===== src/rtl/blit_pkg.sv =====
// rtl/blit_pkg.sv - shared state encoding and default screen constants for image_blitter
package blit_pkg;

  typedef enum logic [1:0] {
    ST_IDLE  = 2'd0,
    ST_RUN   = 2'd1,
    ST_DRAIN = 2'd2,
    ST_DONE  = 2'd3
  } blit_state_t;

  localparam int BLIT_SCREEN_W = 160;
  localparam int BLIT_SCREEN_H = 120;
  localparam int BLIT_COLOR_W  = 3;

endpackage


===== src/rtl/image_blitter_if.sv =====
// rtl/image_blitter_if.sv - ROM read port and vga_adapter pixel bus of one image_blitter
interface image_blitter_if import blit_pkg::*; #(
  parameter int ADDR_W  = 15,
  parameter int X_W     = 8,
  parameter int Y_W     = 7,
  parameter int COLOR_W = BLIT_COLOR_W
) ();

  logic [ADDR_W-1:0]  oRomAddr;
  logic [COLOR_W-1:0] iRomData;
  logic [X_W-1:0]     oX;
  logic [Y_W-1:0]     oY;
  logic [COLOR_W-1:0] oColor;
  logic               oPlot;

  modport master (
    output oRomAddr,
    input  iRomData,
    output oX,
    output oY,
    output oColor,
    output oPlot
  );

  modport slave (
    input  oRomAddr,
    output iRomData,
    input  oX,
    input  oY,
    input  oColor,
    input  oPlot
  );

endinterface


===== src/rtl/blit_delay_line.sv =====
// rtl/blit_delay_line.sv - DEPTH-stage shift register aligning pixel tags with ROM read data
module blit_delay_line #(
  parameter int DEPTH = 1,
  parameter int WIDTH = 1
) (
  input  logic             iClock,
  input  logic             iReset,
  input  logic [WIDTH-1:0] i_tag,
  output logic [WIDTH-1:0] o_tag
);

  logic [WIDTH-1:0] r_stage [DEPTH];

  always_ff @(posedge iClock or posedge iReset) begin
    if (iReset) begin
      for (int i = 0; i < DEPTH; i++) r_stage[i] <= '0;
    end else begin
      r_stage[0] <= i_tag;
      for (int i = 1; i < DEPTH; i++) r_stage[i] <= r_stage[i-1];
    end
  end

  assign o_tag = r_stage[DEPTH-1];

endmodule


===== src/rtl/image_blitter.sv =====
// rtl/image_blitter.sv - streams an IMG_W x IMG_H ROM image (or solid fill) to the pixel bus with origin and clipping.
// Optional BLIT_TRANSPARENCY_EN adds iKeyColor: ROM pixels equal to the key are not plotted.
module image_blitter import blit_pkg::*; #(
  parameter int SCREEN_W    = BLIT_SCREEN_W,
  parameter int SCREEN_H    = BLIT_SCREEN_H,
  parameter int IMG_W       = 160,
  parameter int IMG_H       = 120,
  parameter int X_W         = 8,
  parameter int Y_W         = 7,
  parameter int COLOR_W     = BLIT_COLOR_W,
  parameter int ADDR_W      = 15,
  parameter int ROM_LATENCY = 1
) (
  input  logic               iClock,
  input  logic               iReset,
  input  logic               iStart,
  input  logic               iFill,
  input  logic [COLOR_W-1:0] iFillColor,
  input  logic [X_W-1:0]     iX0,
  input  logic [Y_W-1:0]     iY0,
`ifdef BLIT_TRANSPARENCY_EN
  input  logic [COLOR_W-1:0] iKeyColor,
`endif
  image_blitter_if.master    bus,
  output logic               oBusy,
  output logic               oDone
);

  localparam int                N_PIX      = IMG_W * IMG_H;
  localparam logic [ADDR_W-1:0] LAST_ADDR  = ADDR_W'(N_PIX - 1);
  localparam logic [X_W-1:0]    LAST_COL   = X_W'(IMG_W - 1);
  localparam logic [X_W:0]      CLIP_X     = (X_W + 1)'(SCREEN_W);
  localparam logic [Y_W:0]      CLIP_Y     = (Y_W + 1)'(SCREEN_H);
  localparam int                CNT_W      = 3;
  localparam logic [CNT_W-1:0]  DRAIN_LAST = CNT_W'(ROM_LATENCY - 1);
  localparam int                TAG_W      = 1 + (X_W + 1) + (Y_W + 1);

  blit_state_t r_state;
  blit_state_t w_next_state;
  logic        w_busy;
  logic        w_done;

  logic [X_W-1:0]     r_x0;
  logic [Y_W-1:0]     r_y0;
  logic               r_fill;
  logic [COLOR_W-1:0] r_fill_color;
  logic [X_W-1:0]     r_col;
  logic [Y_W-1:0]     r_row;
  logic [ADDR_W-1:0]  r_addr;
  logic [CNT_W-1:0]   r_drain_cnt;
  logic [X_W-1:0]     r_last_x;
  logic [Y_W-1:0]     r_last_y;
  logic [COLOR_W-1:0] r_last_color;

  logic [X_W:0]       w_sx;
  logic [Y_W:0]       w_sy;
  logic [TAG_W-1:0]   w_tag_in;
  logic [TAG_W-1:0]   w_tag_out;
  logic               w_out_valid;
  logic [X_W:0]       w_out_sx;
  logic [Y_W:0]       w_out_sy;
  logic               w_in_screen;
  logic               w_plot;
  logic [COLOR_W-1:0] w_live_color;

  always_ff @(posedge iClock or posedge iReset) begin
    if (iReset) r_state <= ST_IDLE;
    else        r_state <= w_next_state;
  end

  always_comb begin
    w_next_state = r_state;
    w_busy       = 1'b0;
    w_done       = 1'b0;
    case (r_state)
      ST_IDLE: begin
        if (iStart) w_next_state = ST_RUN;
      end
      ST_RUN: begin
        w_busy = 1'b1;
        if (r_addr == LAST_ADDR) w_next_state = ST_DRAIN;
      end
      ST_DRAIN: begin
        w_busy = 1'b1;
        if (r_drain_cnt == DRAIN_LAST) w_next_state = ST_DONE;
      end
      ST_DONE: begin
        w_done       = 1'b1;
        w_next_state = ST_IDLE;
      end
      default: w_next_state = ST_IDLE;
    endcase
  end

  // Run parameters are frozen at start so the caller may retarget the inputs mid-run.
  always_ff @(posedge iClock or posedge iReset) begin
    if (iReset) begin
      r_x0         <= '0;
      r_y0         <= '0;
      r_fill       <= 1'b0;
      r_fill_color <= '0;
      r_col        <= '0;
      r_row        <= '0;
      r_addr       <= '0;
      r_drain_cnt  <= '0;
    end else begin
      case (r_state)
        ST_IDLE: begin
          if (iStart) begin
            r_x0         <= iX0;
            r_y0         <= iY0;
            r_fill       <= iFill;
            r_fill_color <= iFillColor;
            r_col        <= '0;
            r_row        <= '0;
            r_addr       <= '0;
          end
        end
        ST_RUN: begin
          if (r_addr != LAST_ADDR) r_addr <= r_addr + 1'b1;
          if (r_col == LAST_COL) begin
            r_col <= '0;
            r_row <= r_row + 1'b1;
          end else begin
            r_col <= r_col + 1'b1;
          end
          r_drain_cnt <= '0;
        end
        ST_DRAIN: r_drain_cnt <= r_drain_cnt + 1'b1;
        default: ;
      endcase
    end
  end

`ifdef BLIT_TRANSPARENCY_EN
  logic [COLOR_W-1:0] r_key;

  always_ff @(posedge iClock or posedge iReset) begin
    if (iReset)                          r_key <= '0;
    else if (r_state == ST_IDLE && iStart) r_key <= iKeyColor;
  end

  assign w_plot = w_in_screen && (r_fill || (bus.iRomData != r_key));
`else
  assign w_plot = w_in_screen;
`endif

  // One extra bit keeps the carry so off-screen sums are clipped instead of wrapping.
  assign w_sx     = {1'b0, r_x0} + {1'b0, r_col};
  assign w_sy     = {1'b0, r_y0} + {1'b0, r_row};
  assign w_tag_in = {(r_state == ST_RUN), w_sx, w_sy};

  blit_delay_line #(
    .DEPTH (ROM_LATENCY),
    .WIDTH (TAG_W)
  ) u_delay (
    .iClock (iClock),
    .iReset (iReset),
    .i_tag  (w_tag_in),
    .o_tag  (w_tag_out)
  );

  assign {w_out_valid, w_out_sx, w_out_sy} = w_tag_out;
  assign w_in_screen  = w_out_valid && (w_out_sx < CLIP_X) && (w_out_sy < CLIP_Y);
  assign w_live_color = r_fill ? r_fill_color : bus.iRomData;

  always_ff @(posedge iClock or posedge iReset) begin
    if (iReset) begin
      r_last_x     <= '0;
      r_last_y     <= '0;
      r_last_color <= '0;
    end else if (w_plot) begin
      r_last_x     <= w_out_sx[X_W-1:0];
      r_last_y     <= w_out_sy[Y_W-1:0];
      r_last_color <= w_live_color;
    end
  end

  // The ROM word for the emerging tag arrives this cycle, so the plotted pixel bypasses the hold registers.
  assign bus.oRomAddr = r_addr;
  assign bus.oPlot    = w_plot;
  assign bus.oX       = w_plot ? w_out_sx[X_W-1:0] : r_last_x;
  assign bus.oY       = w_plot ? w_out_sy[Y_W-1:0] : r_last_y;
  assign bus.oColor   = w_plot ? w_live_color      : r_last_color;
  assign oBusy        = w_busy;
  assign oDone        = w_done;

endmodule


===== src/flat_wrapper.sv =====
// flat-port wrapper written by rule: the top's interface ports become plain ports
module image_blitter_flat import blit_pkg::*;
#(
  parameter int SCREEN_W    = BLIT_SCREEN_W,
  parameter int SCREEN_H    = BLIT_SCREEN_H,
  parameter int IMG_W       = 160,
  parameter int IMG_H       = 120,
  parameter int X_W         = 8,
  parameter int Y_W         = 7,
  parameter int COLOR_W     = BLIT_COLOR_W,
  parameter int ADDR_W      = 15,
  parameter int ROM_LATENCY = 1
)
  (iClock, iReset, iStart, iFill, iFillColor, iX0, iY0, oBusy, oDone, bus_oRomAddr, bus_iRomData, bus_oX, bus_oY, bus_oColor, bus_oPlot);
  image_blitter_if #(.ADDR_W(ADDR_W), .X_W(X_W), .Y_W(Y_W), .COLOR_W(COLOR_W)) bus_i ();
  input  logic iClock;
  input  logic iReset;
  input  logic iStart;
  input  logic iFill;
  input  logic [COLOR_W-1:0] iFillColor;
  input  logic [X_W-1:0] iX0;
  input  logic [Y_W-1:0] iY0;
  output logic oBusy;
  output logic oDone;
  output wire logic [$bits(bus_i.oRomAddr)-1:0] bus_oRomAddr;
  input wire logic [$bits(bus_i.iRomData)-1:0] bus_iRomData;
  output wire logic [$bits(bus_i.oX)-1:0] bus_oX;
  output wire logic [$bits(bus_i.oY)-1:0] bus_oY;
  output wire logic [$bits(bus_i.oColor)-1:0] bus_oColor;
  output wire logic [$bits(bus_i.oPlot)-1:0] bus_oPlot;
  assign bus_oRomAddr = bus_i.oRomAddr;
  assign bus_i.iRomData = bus_iRomData;
  assign bus_oX = bus_i.oX;
  assign bus_oY = bus_i.oY;
  assign bus_oColor = bus_i.oColor;
  assign bus_oPlot = bus_i.oPlot;
  image_blitter #(.SCREEN_W(SCREEN_W), .SCREEN_H(SCREEN_H), .IMG_W(IMG_W), .IMG_H(IMG_H), .X_W(X_W), .Y_W(Y_W), .COLOR_W(COLOR_W), .ADDR_W(ADDR_W), .ROM_LATENCY(ROM_LATENCY)) u_core (.iClock(iClock), .iReset(iReset), .iStart(iStart), .iFill(iFill), .iFillColor(iFillColor), .iX0(iX0), .iY0(iY0), .bus(bus_i), .oBusy(oBusy), .oDone(oDone));
endmodule

===== config.mk =====
export PLATFORM = sky130hd
export DESIGN_NAME = image_blitter_flat
export DESIGN_NICKNAME = d
export VERILOG_FILES = /design/src/rtl/blit_pkg.sv /design/src/rtl/image_blitter_if.sv /design/src/rtl/blit_delay_line.sv /design/src/rtl/image_blitter.sv /design/src/flat_wrapper.sv
export SDC_FILE = /design/constraint.sdc
export NUM_CORES = 1
export LEC_CHECK = 0
export BUFFER_PORTS_ARGS = -buffer_cell sky130_fd_sc_hd__buf_2
export CORE_UTILIZATION = 40
export CTS_CLUSTER_DIAMETER = 40
export DETAILED_ROUTE_END_ITERATION = 8
export GPL_TIMING_DRIVEN = 1
export PLACE_DENSITY = 0.61
export SLEW_MARGIN = 25
export SYNTH_ARGS = -nofsm -noshare
export SYNTH_HDL_FRONTEND = slang
export SYNTH_HIERARCHICAL = 1
export SYNTH_SLANG_ARGS = --single-unit
export TNS_END_PERCENT = 100

===== constraint.sdc =====
create_clock -name iClock -period 4.7 [get_ports iClock]
set_input_delay 1.175 -clock iClock [delete_from_list [all_inputs] [get_ports iClock]]
set_output_delay 1.175 -clock iClock [all_outputs]
set_load 0.05 [all_outputs]

==> run summary <==
CTS Buf Count = 9
Final GP Congestion = 0.760
CP Capture Type = output port
Clock Skews = 5.78 ps
# hold bufs at CTS = 0
Clock sink count = 90
Dpl ws = 1500 ps
Die span in y = 109 um
Via count = 3321
Gate Count Post-Synth = 404
Post-CTS Setup Bufs = 0
DR DRC count = 0
Clk slew on worst S/H paths = 60 ps
Hold_sp = u_core/r_last_x[5]
Seq/Total Area, Yosys = 49.2%
Area leader, netlist = dfrtp_1
Area added between synthesis and finish = 15.4%
Diode count = 0
Area fraction of the dominant cell type after synthesis = 49.2%
Reg-to-Reg Start = u_core/r_state[0]
Synth top area cells = dfrtp_1 (49%), mux2_2 (9.6%), ha_1 (6.6%)
Routed vias/inst = 5.44
Slew Limit Fails = 0
CTS root buf = clkbuf_16
Ys flop type = dfrtp_1
Clk_lat worst skew = 350 ps
Worst Path Arrival = 2360 ps
Yosys reg bits = 90
Clock Tree Buf Depth = 2
Initial Util = 41.7%
Max-slew headroom = 39.9%
Leak = 2.44 nW
Post-synthesis async set-or-reset flop share = 100%
First-pass GRT wire length = 16100 um
Grt total ovfl = 0
Drt total wl = 9390 um
Drt pass-1 iters = 4
Worst-path fanout max = 14
Yosys cell types = 58
Layout fillers = 998
Syn Nets = 455
Unrepaired setup endpoints after global routing = false
Startpoint Class = register
WL per Instance = 15.4 um
Slew @ Worst Pin = 899 ps
Worst Hold Class = reg -> reg
DR iter-0 viols = 248
CP Launch Point = u_core/u_delay/o_tag[13]
Peak supply drop = 0.606 mV
Post-synthesis cell area = 4580 um^2
All-Layer GR Usage = 17.7%
H-tree levels = 3
Max-cap violations = 0
Min Tclk post-route = 3540 ps
Power per cell area = 708 nW/um^2
CORE AREA = 11000 um^2
Final hold violations = 0
Vias in the first global route = 3258
Most common cell in the netlist = dfrtp_1
Detailed Place HPWL = 6640 um
Port Buffers = 60
Post-synth EDFFs = 0
CTS resizes = 0
Setup Viol. Count Final = 0
Synth warn = 6
I/O pin count = 61
Status = complete, no violations
Initial antenna violation count = 0
Fin crit share = 75.3%
CP required = 3520 ps
Row Count = 38
Critical path class = reg -> out
Fmax = 283 MHz
Setup TNS = 0 ps
Nets = 516
CTS tree = built
Pin count of the biggest net entering global routing = 38
Layout cells sized above 1 = 27.4%
Die span in x = 109 um
Synthesized area per cell = 11.3 um^2
Final WS setup = 1160 ps
Top cells by count, synth = dfrtp_1 (90), mux2_2 (39), ha_1 (24), o31ai_1 (24)
Post-route ant nets = 0
DIE AREA = 11900 um^2
-- critical path, cell delays in order, from the launching register on --
cell	delay, ps
dfrtp_1	380
o21ai_0	180
nand3_1	150
a41o_1	440
inv_1	280
mux2_2	370
buf_2	210
-- final timing paths --
kind / endpoint / slack, ps / cells past startpoint
setup / recovery: bus_oColor[0] / 1160 / 6
hold reg to reg: u_core/r_last_x[5] / 490 / 1
setup reg to reg: u_core/bus.oRomAddr[14] / 2280 / 6
max in group asynchronous: u_core/bus.oRomAddr[11] / 2760 / 3
min in group asynchronous: u_core/u_delay/o_tag[16] / 930 / 2
hold / removal: u_core/r_last_x[5] / 490 / 1
-- flip-flops by register name (all words and copies together) (netlist names) --
name	cells
u_core/u_delay/o_tag	18
u_core/r_fill	1
u_core/r_fill_color	3
u_core/r_col	8
u_core/r_state	2
u_core/r_last_y	7
u_core/r_row	7
u_core/r_y0	7
u_core/r_last_x	8
u_core/bus.oRomAddr	15
u_core/r_x0	8
u_core/r_drain_cnt	3
u_core/r_last_color	3
-- final cells by class --
class	instances	area, um^2	area share [%]
clock buffers	11	243	4.59
well taps	140	175	3.32
inverters	19	71.3	1.35
repair buffers	64	330	6.25
clock inverters	5	38.8	0.734
multi-input cells	281	2170	41.1
flip-flops and latches	90	2250	42.6
-- per-layer routing --
metal  global-route usage, %  share of wire, %  vias up
met5                       0                 0        -
met4                    6.56               1.9        0
met3                    4.66               4.3       13
met2                    28.7                47       70
met1                    22.7                46     1626
li1                        -                 -     1612
-- cell families (layout without fill, tap and decap cells) --
group,after synthesis,after routing,synth area share [%]
AOI/OAI and AO/OA,88,88,13.8
xor gates and xnor gates,13,13,2.49
adders and majority gates,26,26,7.43
buffers and inverters,33,99,3.47
DFF,90,90,49.2
muxes,41,41,10.0
and+or+nand+nor,113,113,13.6
-- through the flow --
step	area, um^2	instances	total power (W)	hold slack (ps)	utilization (%)
6_report	5280	610	0.00374	492	48.1
5_1_grt	5280	610	0.00400	510	48.1
2_1_floorplan	4580	404	0.00269	473	-
4_1_cts	5280	610	0.00378	496	48.1
3_5_place_dp	5000	594	0.00309	479	45.5
3_3_place_gp	5000	594	0.00304	480	45.5
-- cell usage in the layout (no fill, tap or decap), types with 4 or more instances in the layout --
cell type	count
buf_4	4
xnor2_1	9
dfrtp_1	90
a21oi_1	10
nor2_1	22
clkbuf_16	9
nand2_1	21
nor3_1	7
nand4_1	5
ha_1	24
o41a_1	4
inv_1	17
mux2_2	39
o41ai_1	6
xor2_1	4
and2_1	4
nand2b_1	5
buf_2	60
o21ai_0	17
o211ai_1	4
nand3_1	22
o31ai_1	24
-- where the power goes --
| group | internal, W | switching, W |
|---|---|---|
| registers | 0.00107 | 0.000174 |
| logic | 0.000624 | 0.00120 |
| clock network | 0.000375 | 0.000300 |
No activity file was read; power rests on OpenSTA's default activity.
